==> config.mk <==
export PLATFORM = sky130hd
export DESIGN_NAME = wb_arbiter
export DESIGN_NICKNAME = d
export VERILOG_FILES = /design/src/rtl/wb_arbiter.sv
export SDC_FILE = /design/constraint.sdc
export NUM_CORES = 1
export LEC_CHECK = 0
export BUFFER_PORTS_ARGS = -buffer_cell sky130_fd_sc_hd__buf_2
export CAP_MARGIN = 20
export CORE_MARGIN = 4
export CORE_UTILIZATION = 55
export DETAILED_ROUTE_END_ITERATION = 10
export GPL_ROUTABILITY_DRIVEN = 0
export GPL_TIMING_DRIVEN = 0
export PLACE_DENSITY = 0.76
export SKIP_CTS_REPAIR_TIMING = 1
export SLEW_MARGIN = 40
export SYNTH_ARGS = -nofsm -noshare
export SYNTH_HDL_FRONTEND = slang
export SYNTH_SLANG_ARGS = --single-unit
==> constraint.sdc <==
create_clock -name clk_i -period 8.2 [get_ports clk_i]
set_input_delay 0.82 -clock clk_i [delete_from_list [all_inputs] [get_ports clk_i]]
set_output_delay 0.82 -clock clk_i [all_outputs]
set_load 0.02 [all_outputs]
==> src/rtl/wb_arbiter.sv <==
// wb_arbiter: collects completions from the execute FUs (ALU=0, MEM=1, BR=2), buffers each FU in
// a small FIFO and serializes them round-robin onto one registered writeback stream. A recovery
// pulse squashes queued, incoming and registered packets younger than the mispredicted branch.
//
// Ports:
//   clk_i              clock, all state on rising edge
//   rst_i              synchronous reset, active-low
//   fu_valid_i         per-FU packet valid
//   fu_packet_i        per-FU completion packet
//   fu_ready_o         per-FU FIFO has space (function of FIFO count only)
//   wb_valid_o         output register holds a packet
//   wb_packet_o        registered writeback packet (stale when wb_valid_o=0)
//   wb_ready_i         downstream accepts
//   recover_i          one-cycle recovery pulse
//   recover_rob_tag_i  ROB tag of the mispredicted branch
//   rob_head_i         oldest in-flight ROB index

package buffer_pkgs;
    typedef struct packed {
        logic        completed;
        logic [3:0]  rob_tag;
        logic [4:0]  rd;
        logic [31:0] value;
    } wb_packet_t;
endpackage

module wb_arbiter
    import buffer_pkgs::*;
#(
    parameter int unsigned ROB_DEPTH  = 16,
    parameter int unsigned FIFO_DEPTH = 2,
    parameter int unsigned NUM_FU     = 3
) (
    input  logic                         clk_i,
    input  logic                         rst_i,
    input  logic [NUM_FU-1:0]            fu_valid_i,
    input  wb_packet_t                   fu_packet_i [NUM_FU],
    output logic [NUM_FU-1:0]            fu_ready_o,
    output logic                         wb_valid_o,
    output wb_packet_t                   wb_packet_o,
    input  logic                         wb_ready_i,
    input  logic                         recover_i,
    input  logic [3:0]                   recover_rob_tag_i,
    input  logic [$clog2(ROB_DEPTH)-1:0] rob_head_i
);

    localparam int unsigned TagW = $clog2(ROB_DEPTH);
    localparam int unsigned FuW  = (NUM_FU > 1) ? $clog2(NUM_FU) : 1;
    localparam int unsigned IdxW = (FIFO_DEPTH > 1) ? $clog2(FIFO_DEPTH) : 1;
    localparam int unsigned CntW = $clog2(FIFO_DEPTH + 1);
    localparam logic [CntW-1:0] DepthC = CntW'(FIFO_DEPTH);

    wb_packet_t      mem_q   [NUM_FU][FIFO_DEPTH];
    wb_packet_t      mem_d   [NUM_FU][FIFO_DEPTH];
    logic [CntW-1:0] count_q [NUM_FU];
    logic [CntW-1:0] count_d [NUM_FU];
    logic [FuW-1:0]  rr_ptr_q, rr_ptr_d;
    logic            wb_valid_q, wb_valid_d;
    wb_packet_t      wb_packet_q, wb_packet_d;

    logic            ld;
    logic            grant_valid;
    logic [FuW-1:0]  grant_idx;

    // Age relative to the ROB head; modular subtraction handles wrap.
    function automatic logic [TagW-1:0] age_of(input logic [TagW-1:0] tag,
                                               input logic [TagW-1:0] head);
        return tag - head;
    endfunction

    function automatic logic is_younger(input logic [3:0] tag, input logic [3:0] rtag,
                                        input logic [TagW-1:0] head);
        return age_of(TagW'(tag), head) > age_of(TagW'(rtag), head);
    endfunction

    always_comb begin
        for (int i = 0; i < NUM_FU; i++) begin
            fu_ready_o[i] = count_q[i] < DepthC;
        end
    end

    assign wb_valid_o  = wb_valid_q;
    assign wb_packet_o = wb_packet_q;

    // Round-robin grant starting at rr_ptr; suppressed during recovery or when the output holds.
    always_comb begin
        int unsigned idx;
        ld          = !wb_valid_q || wb_ready_i;
        grant_valid = 1'b0;
        grant_idx   = '0;
        idx         = 0;
        for (int unsigned k = 0; k < NUM_FU; k++) begin
            idx = (int'(rr_ptr_q) + k) % NUM_FU;
            if (!grant_valid && (count_q[FuW'(idx)] != '0)) begin
                grant_valid = 1'b1;
                grant_idx   = FuW'(idx);
            end
        end
        if (recover_i || !ld) begin
            grant_valid = 1'b0;
        end
    end

    // FIFO next state: drop popped head and squashed entries, compact, then append the push.
    always_comb begin
        int unsigned w;
        logic        pop;
        logic        keep;
        logic        push;
        mem_d = mem_q;
        w     = 0;
        pop   = 1'b0;
        keep  = 1'b0;
        push  = 1'b0;
        for (int i = 0; i < NUM_FU; i++) begin
            w   = 0;
            pop = grant_valid && (grant_idx == FuW'(i));
            for (int j = 0; j < FIFO_DEPTH; j++) begin
                keep = (CntW'(j) < count_q[i])
                    && !(pop && (j == 0))
                    && !(recover_i && is_younger(mem_q[i][j].rob_tag, recover_rob_tag_i,
                                                 rob_head_i));
                if (keep) begin
                    mem_d[i][IdxW'(w)] = mem_q[i][j];
                    w = w + 1;
                end
            end
            // Packets with completed=0 are accepted but not stored.
            push = fu_valid_i[i] && fu_ready_o[i] && fu_packet_i[i].completed
                && !(recover_i && is_younger(fu_packet_i[i].rob_tag, recover_rob_tag_i,
                                             rob_head_i));
            if (push && (w < FIFO_DEPTH)) begin
                mem_d[i][IdxW'(w)] = fu_packet_i[i];
                w = w + 1;
            end
            count_d[i] = CntW'(w);
        end
    end

    always_comb begin
        wb_packet_d = wb_packet_q;
        rr_ptr_d    = rr_ptr_q;
        if (recover_i) begin
            // No grant this cycle: a loaded register empties, a held one survives only if older.
            wb_valid_d = !ld && wb_valid_q
                && !is_younger(wb_packet_q.rob_tag, recover_rob_tag_i, rob_head_i);
        end else if (ld) begin
            wb_valid_d = grant_valid;
        end else begin
            wb_valid_d = wb_valid_q;
        end
        if (grant_valid) begin
            wb_packet_d = mem_q[grant_idx][0];
            rr_ptr_d    = (grant_idx == FuW'(NUM_FU - 1)) ? '0 : grant_idx + 1'b1;
        end
    end

    always_ff @(posedge clk_i) begin
        if (!rst_i) begin
            for (int i = 0; i < NUM_FU; i++) begin
                count_q[i] <= '0;
                for (int j = 0; j < FIFO_DEPTH; j++) begin
                    mem_q[i][j] <= '0;
                end
            end
            rr_ptr_q    <= '0;
            wb_valid_q  <= 1'b0;
            wb_packet_q <= '0;
        end else begin
            mem_q       <= mem_d;
            count_q     <= count_d;
            rr_ptr_q    <= rr_ptr_d;
            wb_valid_q  <= wb_valid_d;
            wb_packet_q <= wb_packet_d;
        end
    end

endmodule
* Word level (Yosys, flattened, before mapping)
Index checks and enable logic that the tools add are counted.
** Storage, ports and cells
- Register bits :: 303
- Bits in latches :: 0
- RAM bits :: 0
- Bits in read-only memories :: 0
- Bits of input ports :: 141
- Logic and storage cells :: 228
- Memories kept :: 0
** Operators by class
- Add/subtract/negate cells :: 20
- Multiply operators :: 0
- Divide/modulo/power cells :: 3
- Order comparisons :: 38
- Eq/ne operators :: 2
- Shift-type cells :: 0
- Muxes and demuxes :: 55
- Bitwise operators :: 10
- Reductions and logical operators :: 67
** Operators by type and width (count)
- 2-to-1 mux 84 bit :: 8
- bitwise mux 84 bit :: 6
- demux 42 bit (select 1 bit) :: 6
- 2-to-1 mux 42 bit :: 6
- binary-select mux 84 bit (select 2 bit) :: 1
- adder 32 x 1 -> 32 bit (second input constant) :: 3
- less-than comparator 32 x 2 -> 1 bit (second input constant) :: 3
- 2-to-1 mux 32 bit :: 3
- remainder unit 32 x 2 -> 32 bit (second input constant) :: 2
- subtractor 4 bit :: 11
- logical AND 1 bit :: 43
- greater-than comparator 4 bit :: 10
- remainder unit 2 x 2 -> 32 bit (second input constant) :: 1
- 2-to-1 mux 2 bit :: 13
- zero test 1 bit :: 17
- binary-select mux 2 bit (select 2 bit) :: 3
- >= comparator 2 bit (second input constant) :: 6
- >= comparator 3 bit (second input constant) :: 4
- less-than comparator 1 x 2 -> 1 bit (first input constant) :: 6
- less-than comparator 2 x 1 -> 1 bit (second input constant) :: 6
- NOT 1 -> 2 bit :: 6
- NOT 2 -> 3 bit :: 4
- 2-to-1 mux 1 bit :: 9
- adder 2 x 1 -> 2 bit (second input constant) :: 4
- 8 further kinds :: 14

* Depth between registers and ports, before layout
Gate-level depths: netlist (run 1).
- Depth after elaboration :: 28
- Mapped depth :: 22

* Worst setup path before layout (run 1)
OpenSTA, ideal clock, no wires.
- Kind :: input to register
- Start point :: input port rob_head_i[1]
- End point :: register mem_q[113] (netlist bit)
- Arrival :: 5222 ps
- Data required time :: 8072 ps
- Setup slack :: 2851 ps
- Stages :: 21
- Path buffers :: 2
- Cell sequence :: inv_1 > ha_1 > a21o_1 > a21oi_1 > xnor2_1 > ha_1 > and3_1 > a21oi_1 > a22oi_1 > a21oi_1 > or3_1 > inv_1 > ha_1 > nor4bb_1 > o21a_1 > ha_1 > inv_1 > clkbuf_1 > clkbuf_1 > a22oi_1 > nor2_1
** Between the ends
- Word-level cells in the longest chain between the ends :: 15
- Elaborated cells on any way between the ends :: 37
- Classes of those cells :: add/sub (5); order compare (8); mux (10); bitwise (2); reduce/logical (12)
** Ends and longest elaborated chain
- start: declaration :: line 44 : input logic [$clog2(ROB_DEPTH)-1:0] rob_head_i
- parallel branches: the longest is 14 deep, another holds adder 32 x 1 -> 32 bit
- 2-to-1 mux 84 bit * :: line 132 : if (push && (w < FIFO_DEPTH)) begin
- end signal: assignment :: line 170 : mem_q <= mem_d;
- end: declaration :: line 53 : wb_packet_t mem_q [NUM_FU][FIFO_DEPTH];
Mark *: on every way between the ends.
A chain may end at the register's enable or synchronous reset.

* Final worst setup path (run 1)
- Start point :: input port rob_head_i[1]
- End point :: register mem_q[123] (netlist bit)
The elaborated chain is that of the path after synthesis.

==> impl_results.md, run 1 <==
* Slowest CP cell: nor4bb_1
* Initial core utilization at 0.558
* CP Depth at 22
* Min-delay worst type: reg -> reg
* Status: finished clean
* Final setup violation count at 0
* Via density at 5.85
* Port Buf Inserts at 186
* Crit path launch type: input port
* Slowest Stage Delay on Critical Path at between 0.4 and 0.5 ns
* CTS H-tree lvls at 1
* RSZ-0062 raised after global routing: no
* First-pass GRT wire length at 64.4 mm
* Synth top area share at 0.418
* Worst EP arrival at 6.25 ns
* Yosys reg bits at 303
* Chip width at 170 um
* Ratio of cells with drive above 1 in the final layout at 0.158
* NumNets Final at 2021
* Die Y at 170 um
* Final hold vios at 0
* Placed Cells at 2097
* Detailed Route Iter0 Violations at 1196
* R2R depth at 20
* Pin count of the biggest net entering global routing at 23
* Core Box Area at 0.0260 mm2
* Max-slew headroom at 0.497
* CTS Buffer Depth at 3
* Critical path's most frequent cell: ha_1
* Mapped cell area at 0.0145 mm2
* P&R area growth vs syn at 16.4%
* Largest fanout on the critical path at 22
* Register area share after synthesis at 0.418
* P per Cell Area at 262 mW/mm2
* CP cell instances: buf_2 > inv_2 > ha_1 > a21o_1 > a21oi_1 > xnor2_2 > ha_1 > and3_1 > a21oi_1 > a22oi_1 > a21oi_1 > or3_1 > inv_1 > ha_1 > nor4bb_1 > o21a_1 > ha_1 > inv_1 > clkbuf_1 > clkbuf_1 > a22oi_1 > nor2_1
* Worst path top cell family by delay: compound AO/OA/AOI/OAI gates
* Fin crit period at between 5 and 6 ns
* Non-Filler Instances at 2150
* Ant diodes at 0
* EDFF count, synth at 0
* Clock-pin slew on the worst setup and hold paths at 0.06 ns
* Routed Antenna Nets at 0
* R2R setup slack at 3.22 ns
* Avg Inst Size Synth at 9.20 um2
* Final WL at 41.9 mm
* Crit Reg-Reg Endpoint: mem_q[123]$_SDFFE_PN0P_
* DR DRC count at 0
* Tcrit/Tclk final at 0.711
* Top FF cell, synth: dfxtp_1
* GRT Util Overall at 0.276
* Fmax achieved at 171 MHz
* WL/cell at 19.5 um
* Worst-margin pin slew at ~0.75 ns
* Fin. max-slew vios at 0
* Synthesis Warnings at 0
* Setup crit start: rob_head_i[1]
* Lkg Pwr at 7.75 nW
* Initial antenna violation count at 0
* Hold Startpoint: wb_packet_o[27]$_SDFFE_PN0P_
* 1st-pass router iterations at 5
* Die area at 0.0290 mm2
* Cts bufs inserted at 30
* Crit Path Category: in -> reg
* Yosys top cell by area: dfxtp_1
* FILL cells at 2196
* Later-pin clock latency in the skew report at 0.56 ns
* Most common cell in the netlist: dfxtp_1
* RR Startpoint: mem_q[164]$_SDFF_PN0_
* Req. time, crit path at 8.62 ns
* Clock Skews at 0.0235 ns
* Max IR drop VDD at 0.192 mV
* Async S/R FF share, synth at 0
* Critical Path End: mem_q[123]$_SDFFE_PN0P_
* CP Buf/Inv Count at 6
* CP endpoint kind: register
* Hpwl dp at 31.0 mm
* Top post-synthesis cells by area: dfxtp_1, mux2i_1, ha_1
* Post-Syn Instances at 1576
* Synth top cells by count: dfxtp_1, nand2_1, mux2i_1
* Number of library cell types mapped by synthesis at 64
* Vias at ~13k
* Total grt overflow at 0
* # clock sinks at around 300
* # Max-Cap Violations at 0
* Net Count, Synth at 1803
* Setup TNS Final at 0 ns
* Vias in the first global route at 12.0k
* IO Count at between 150 and 200
* Clk Tree Root Cell: clkbuf_16
* Rows at just under 60
* CTS tree: built
[cell type report]
class	count	area, um2	share of cell area
clock inverters	5	65.1	0.00386
plain buffers	113	572	0.0339
inverters	57	214	0.0127
repair buffers	186	931	0.0552
multi-input cells	1103	7660	0.454
well taps	335	419	0.0248
flip-flops and latches	303	6070	0.359
clock buffers	48	948	0.0562
[metal layers]
| layer | vias to the layer above | GRT usage | share of wire | wire (um) |
|---|---|---|---|---|
| li1 | 5993 | - | - | - |
| met1 | 6014 | 0.400 | 0.45 | 18700 |
| met2 | 501 | 0.443 | 0.46 | 19300 |
| met3 | 65 | 0.0318 | 0.072 | 3020 |
| met4 | 0 | 0.0649 | 0.021 | 888 |
| met5 | - | 0 | 0 | 0 |
[report_power, final]
part	switching (mW)	internal, mW
clock network	0.581	0.819
logic	0.869	0.457
registers	0.0901	1.61
[cells in the final DEF, fill, tap and decap left out, types with 3 or more instances in the layout]
master,count
clkbuf_8,13
a22o_1,41
inv_1,55
a21o_1,12
fa_1,11
o21ai_1,85
a211oi_1,5
clkbuf_1,68
nand2b_1,6
a31oi_1,3
nand3_1,5
a22oi_1,57
nor2b_1,29
maj3_1,5
buf_1,12
xnor2_1,32
a41oi_1,4
nor3_1,3
buf_2,201
and3_1,3
a21oi_1,134
mux2i_1,167
buf_6,12
buf_4,10
dfxtp_1,303
o21ai_0,46
o211ai_1,46
nand2_1,173
clkbuf_16,30
nor2_1,101
xor2_1,8
o21a_1,3
o22ai_1,3
ha_1,75
and2_1,5
a41o_1,6
[registers in the layout, indices dropped and copies added, names as in the netlist]
| name | flops |
|---|---|
| mem_q | 252 |
| rr_ptr_q | 2 |
| count_q | 6 |
| wb_packet_o | 42 |
| wb_valid_o | 1 |
[stage by stage]
stage          setup WS (ns)  power [mW]   util  cell area (um2)  hold WS [ns]
5_1_grt                 1.99        4.62  0.649            16900         0.473
4_1_cts                 2.40        4.40  0.649            16900         0.451
3_5_place_dp            1.85        3.02  0.610            15900         0.441
2_1_floorplan           2.85        2.59      -            14500         0.425
3_3_place_gp            1.29        2.98  0.610            15900         0.435
6_report                2.37        4.42  0.649            16900         0.451
[logic make-up after synthesis]
group | Yosys count | synth area share
adders and majority gates | 91 | 0.0833
buffers and inverters | 170 | 0.0541
DFF | 303 | 0.418
muxes | 167 | 0.115
xor gates and xnor gates | 43 | 0.0270
AOI/OAI and AO/OA | 468 | 0.205
and+or+nand+nor | 334 | 0.0968
[worst min-delay path by stage]
stage,to,cells after the start,slack (ns)
3_3_place_gp,mem_q[209]$_SDFFE_PN0P_,1,0.44
5_1_grt,wb_packet_o[23]$_SDFFE_PN0P_,2,0.47
3_5_place_dp,mem_q[209]$_SDFFE_PN0P_,1,0.44
6_report,wb_packet_o[27]$_SDFFE_PN0P_,2,0.45
2_1_floorplan,mem_q[209]$_SDFFE_PN0P_,1,0.43
4_1_cts,wb_packet_o[14]$_SDFFE_PN0P_,2,0.45
[worst reg2reg max path, delay by kind of cell, from the launching register on]
family                     cells  cell delay [ns]
and+or+nand+nor                4             0.91
DFF                            1             0.46
xor gates and xnor gates       1             0.14
AOI/OAI and AO/OA              7             1.46
adders and majority gates      4             1.08
buffers and inverters          4             0.78
Note: power is estimated with default switching activity, not from simulation.
==> inputs of run 2 (changes only) <==
==> constraint.sdc (replaced) <==
create_clock -name clk_i -period 5.76 [get_ports clk_i]
set_input_delay 0.576 -clock clk_i [delete_from_list [all_inputs] [get_ports clk_i]]
set_output_delay 0.576 -clock clk_i [all_outputs]
set_load 0.02 [all_outputs]
==> impl_results.md, run 2 (synthesis gave the netlist of run 1 again) <==
* Max IR drop VDD at 0.275 mV
* Largest fanout on the critical path at 11
* Dpl cell area at 0.0159 mm2
* RSZ-0062 raised after global routing: no
* Fin. max-slew vios at 0
* CP endpoint kind: register
* Vias at 12.7k
* Final Instance Area at 0.0169 mm2
* Worst EP arrival at about 5.8 ns
* Chip width at 170 um
* Non-Filler Instances at 2150
* P&R area growth vs syn at 16.5%
* Vias in the first global route at 12.0k
* Max-slew headroom at 0.522
* Req. time, crit path at 6.18 ns
* # Max-Cap Violations at 0
* GRT Util Overall at 0.276
* WL/cell at just under 20 um
* Tcrit/Tclk final at 0.936
* 1st-pass router iterations at 5
* CTS H-tree lvls at 1
* Detailed Route Iter0 Violations at 1253
* P per Cell Area at ~370 mW/mm2
* IO Count at 187
* Slowest Stage Delay on Critical Path at 0.53 ns
* Placed Cells at 2097
* Min-delay worst type: in -> reg
* Clock Skews at 0.0240 ns
* Hold Startpoint: fu_packet_i[45]
* Fin crit period at ~5.4 ns
* Rows at 59
* CTS tree: built
* Final setup margin at approximately 0.37 ns
* Fmax achieved at 185 MHz
* Worst-margin pin slew at 0.717 ns
* Final WL at 42.0 mm
* Via density at 5.90
* Crit Path Category: in -> reg
* Port Buf Inserts at ~190
* DR DRC count at 0
* CTS Buffer Depth at 3
* Final Power at 6.31 mW
* Cts bufs inserted at 30
* Die area at about 0.029 mm2
* Ant diodes at 0
* Status: finished clean
* NumNets Final at between 2k and 2.5k
* Total grt overflow at 0
* Most frequent cells in the layout: dfxtp_1, buf_2, nand2_1, mux2i_1, a21oi_1
* CP cell instances: buf_2 > clkinvlp_4 > ha_1 > a21oi_1 > xnor2_4 > ha_1 > and3_1 > a21oi_1 > a22oi_1 > a21oi_1 > or3_1 > inv_1 > ha_1 > nor4bb_1 > o21a_1 > ha_1 > inv_1 > clkbuf_1 > clkbuf_1 > a22oi_1 > nor2_1
* Later-pin clock latency in the skew report at 0.56 ns
* RR Startpoint: mem_q[164]$_SDFF_PN0_
* Hpwl dp at just over 30 mm
* Max reg flops at 252
* Lkg Pwr at 7.74 nW
* CP Buf/Inv Count at 6
* Clk Tree Root Cell: clkbuf_16
* Pin count of the biggest net entering global routing at 23
* Pre-CTS setup slack at -0.343 ns
* Critical path's most frequent cell: ha_1
* Routed Antenna Nets at 0
* Clock-pin slew on the worst setup and hold paths at 0.06 ns
* Slowest CP cell: ha_1
* Worst path top cell family by delay: adder cells
* Leading cell type in the layout, fill and taps excluded: dfxtp_1
* Core Box Area at 0.0260 mm2
* Die Y at 170 um
* Initial antenna violation count at 0
* Setup crit start: rob_head_i[2]
* Final setup violation count at 0
* Crit path launch type: input port
* Final hold vios at 0
* First-pass GRT wire length at 64.4 mm
* Ratio of cells with drive above 1 in the final layout at 0.159
* # clock sinks at approximately 300
* Largest register by flop count: mem_q
* Initial core utilization at 0.558
run 2: cell types whose count changed in the layout (fill, tap and decap cells not counted):
cell / before / now
clkinvlp_4: 0 / 1
inv_1: 55 / 54
inv_2: 1 / 0
inv_4: 0 / 1
xnor2_2: 2 / 1
xnor2_4: 0 / 1
run 2: worst register-to-register path, cell delays in order (launching register included):
cell,delay [ns]
dfxtp_1,0.47
ha_1,0.29
a21o_1,0.15
a21oi_1,0.17
xnor2_1,0.14
ha_1,0.26
and3_1,0.16
a21oi_1,0.17
a22oi_1,0.11
a21oi_1,0.34
or3_1,0.20
inv_1,0.05
ha_1,0.19
nor4bb_1,0.50
o21a_1,0.27
ha_1,0.33
inv_1,0.12
clkbuf_1,0.28
clkbuf_1,0.33
a22oi_1,0.24
nor2_1,0.07
run 2: worst paths after layout:
kind                                                endpoint  slack (ns)  depth (start not counted)
worst max-delay path                 mem_q[123]$_SDFFE_PN0P_        0.37                         21
worst min-delay path                   mem_q[129]$_SDFF_PN0_        0.23                          3
worst max register to register       mem_q[123]$_SDFFE_PN0P_        0.77                         20
worst min register to register  wb_packet_o[26]$_SDFFE_PN0P_        0.45                          2
run 2: area by class of cell:
type | instances | area [um2]
Fill cell | 2193 | 9090
Multi-Input combinational cell | 1103 | 7670
Sequential cell | 303 | 6070
Clock buffer | 48 | 948
Timing Repair Buffer | 186 | 931
Buffer | 113 | 572
Tap cell | 335 | 419
Inverter | 57 | 220
Clock inverter | 5 | 65.1
run 2: where the power goes:
part / total (mW) / switching, mW / leakage [nW] / internal, mW
Sequential: 2.42 / 0.130 / 2.46 / 2.29
Combinational: 1.90 / 1.25 / 4.78 / 0.653
Clock: 2.00 / 0.830 / 0.502 / 1.17
Total: 6.31 / 2.20 / 7.74 / 4.11
run 2: per-layer routing:
layer,share of wire,GRT usage,up-vias
met1,0.45,0.400,6101
met5,0,0,-
met3,0.075,0.0318,67
li1,-,-,5998
met2,0.46,0.443,512
met4,0.022,0.0649,0
run 2: through the flow:
step	setup TNS, ns	util	hold slack, ns
6_report	0	0.650	0.230
3_5_place_dp	-6.19	0.610	0.441
2_1_floorplan	0	-	0.425
5_1_grt	0	0.650	0.230
3_3_place_gp	-88.35	0.610	0.435
4_1_cts	0	0.649	0.216
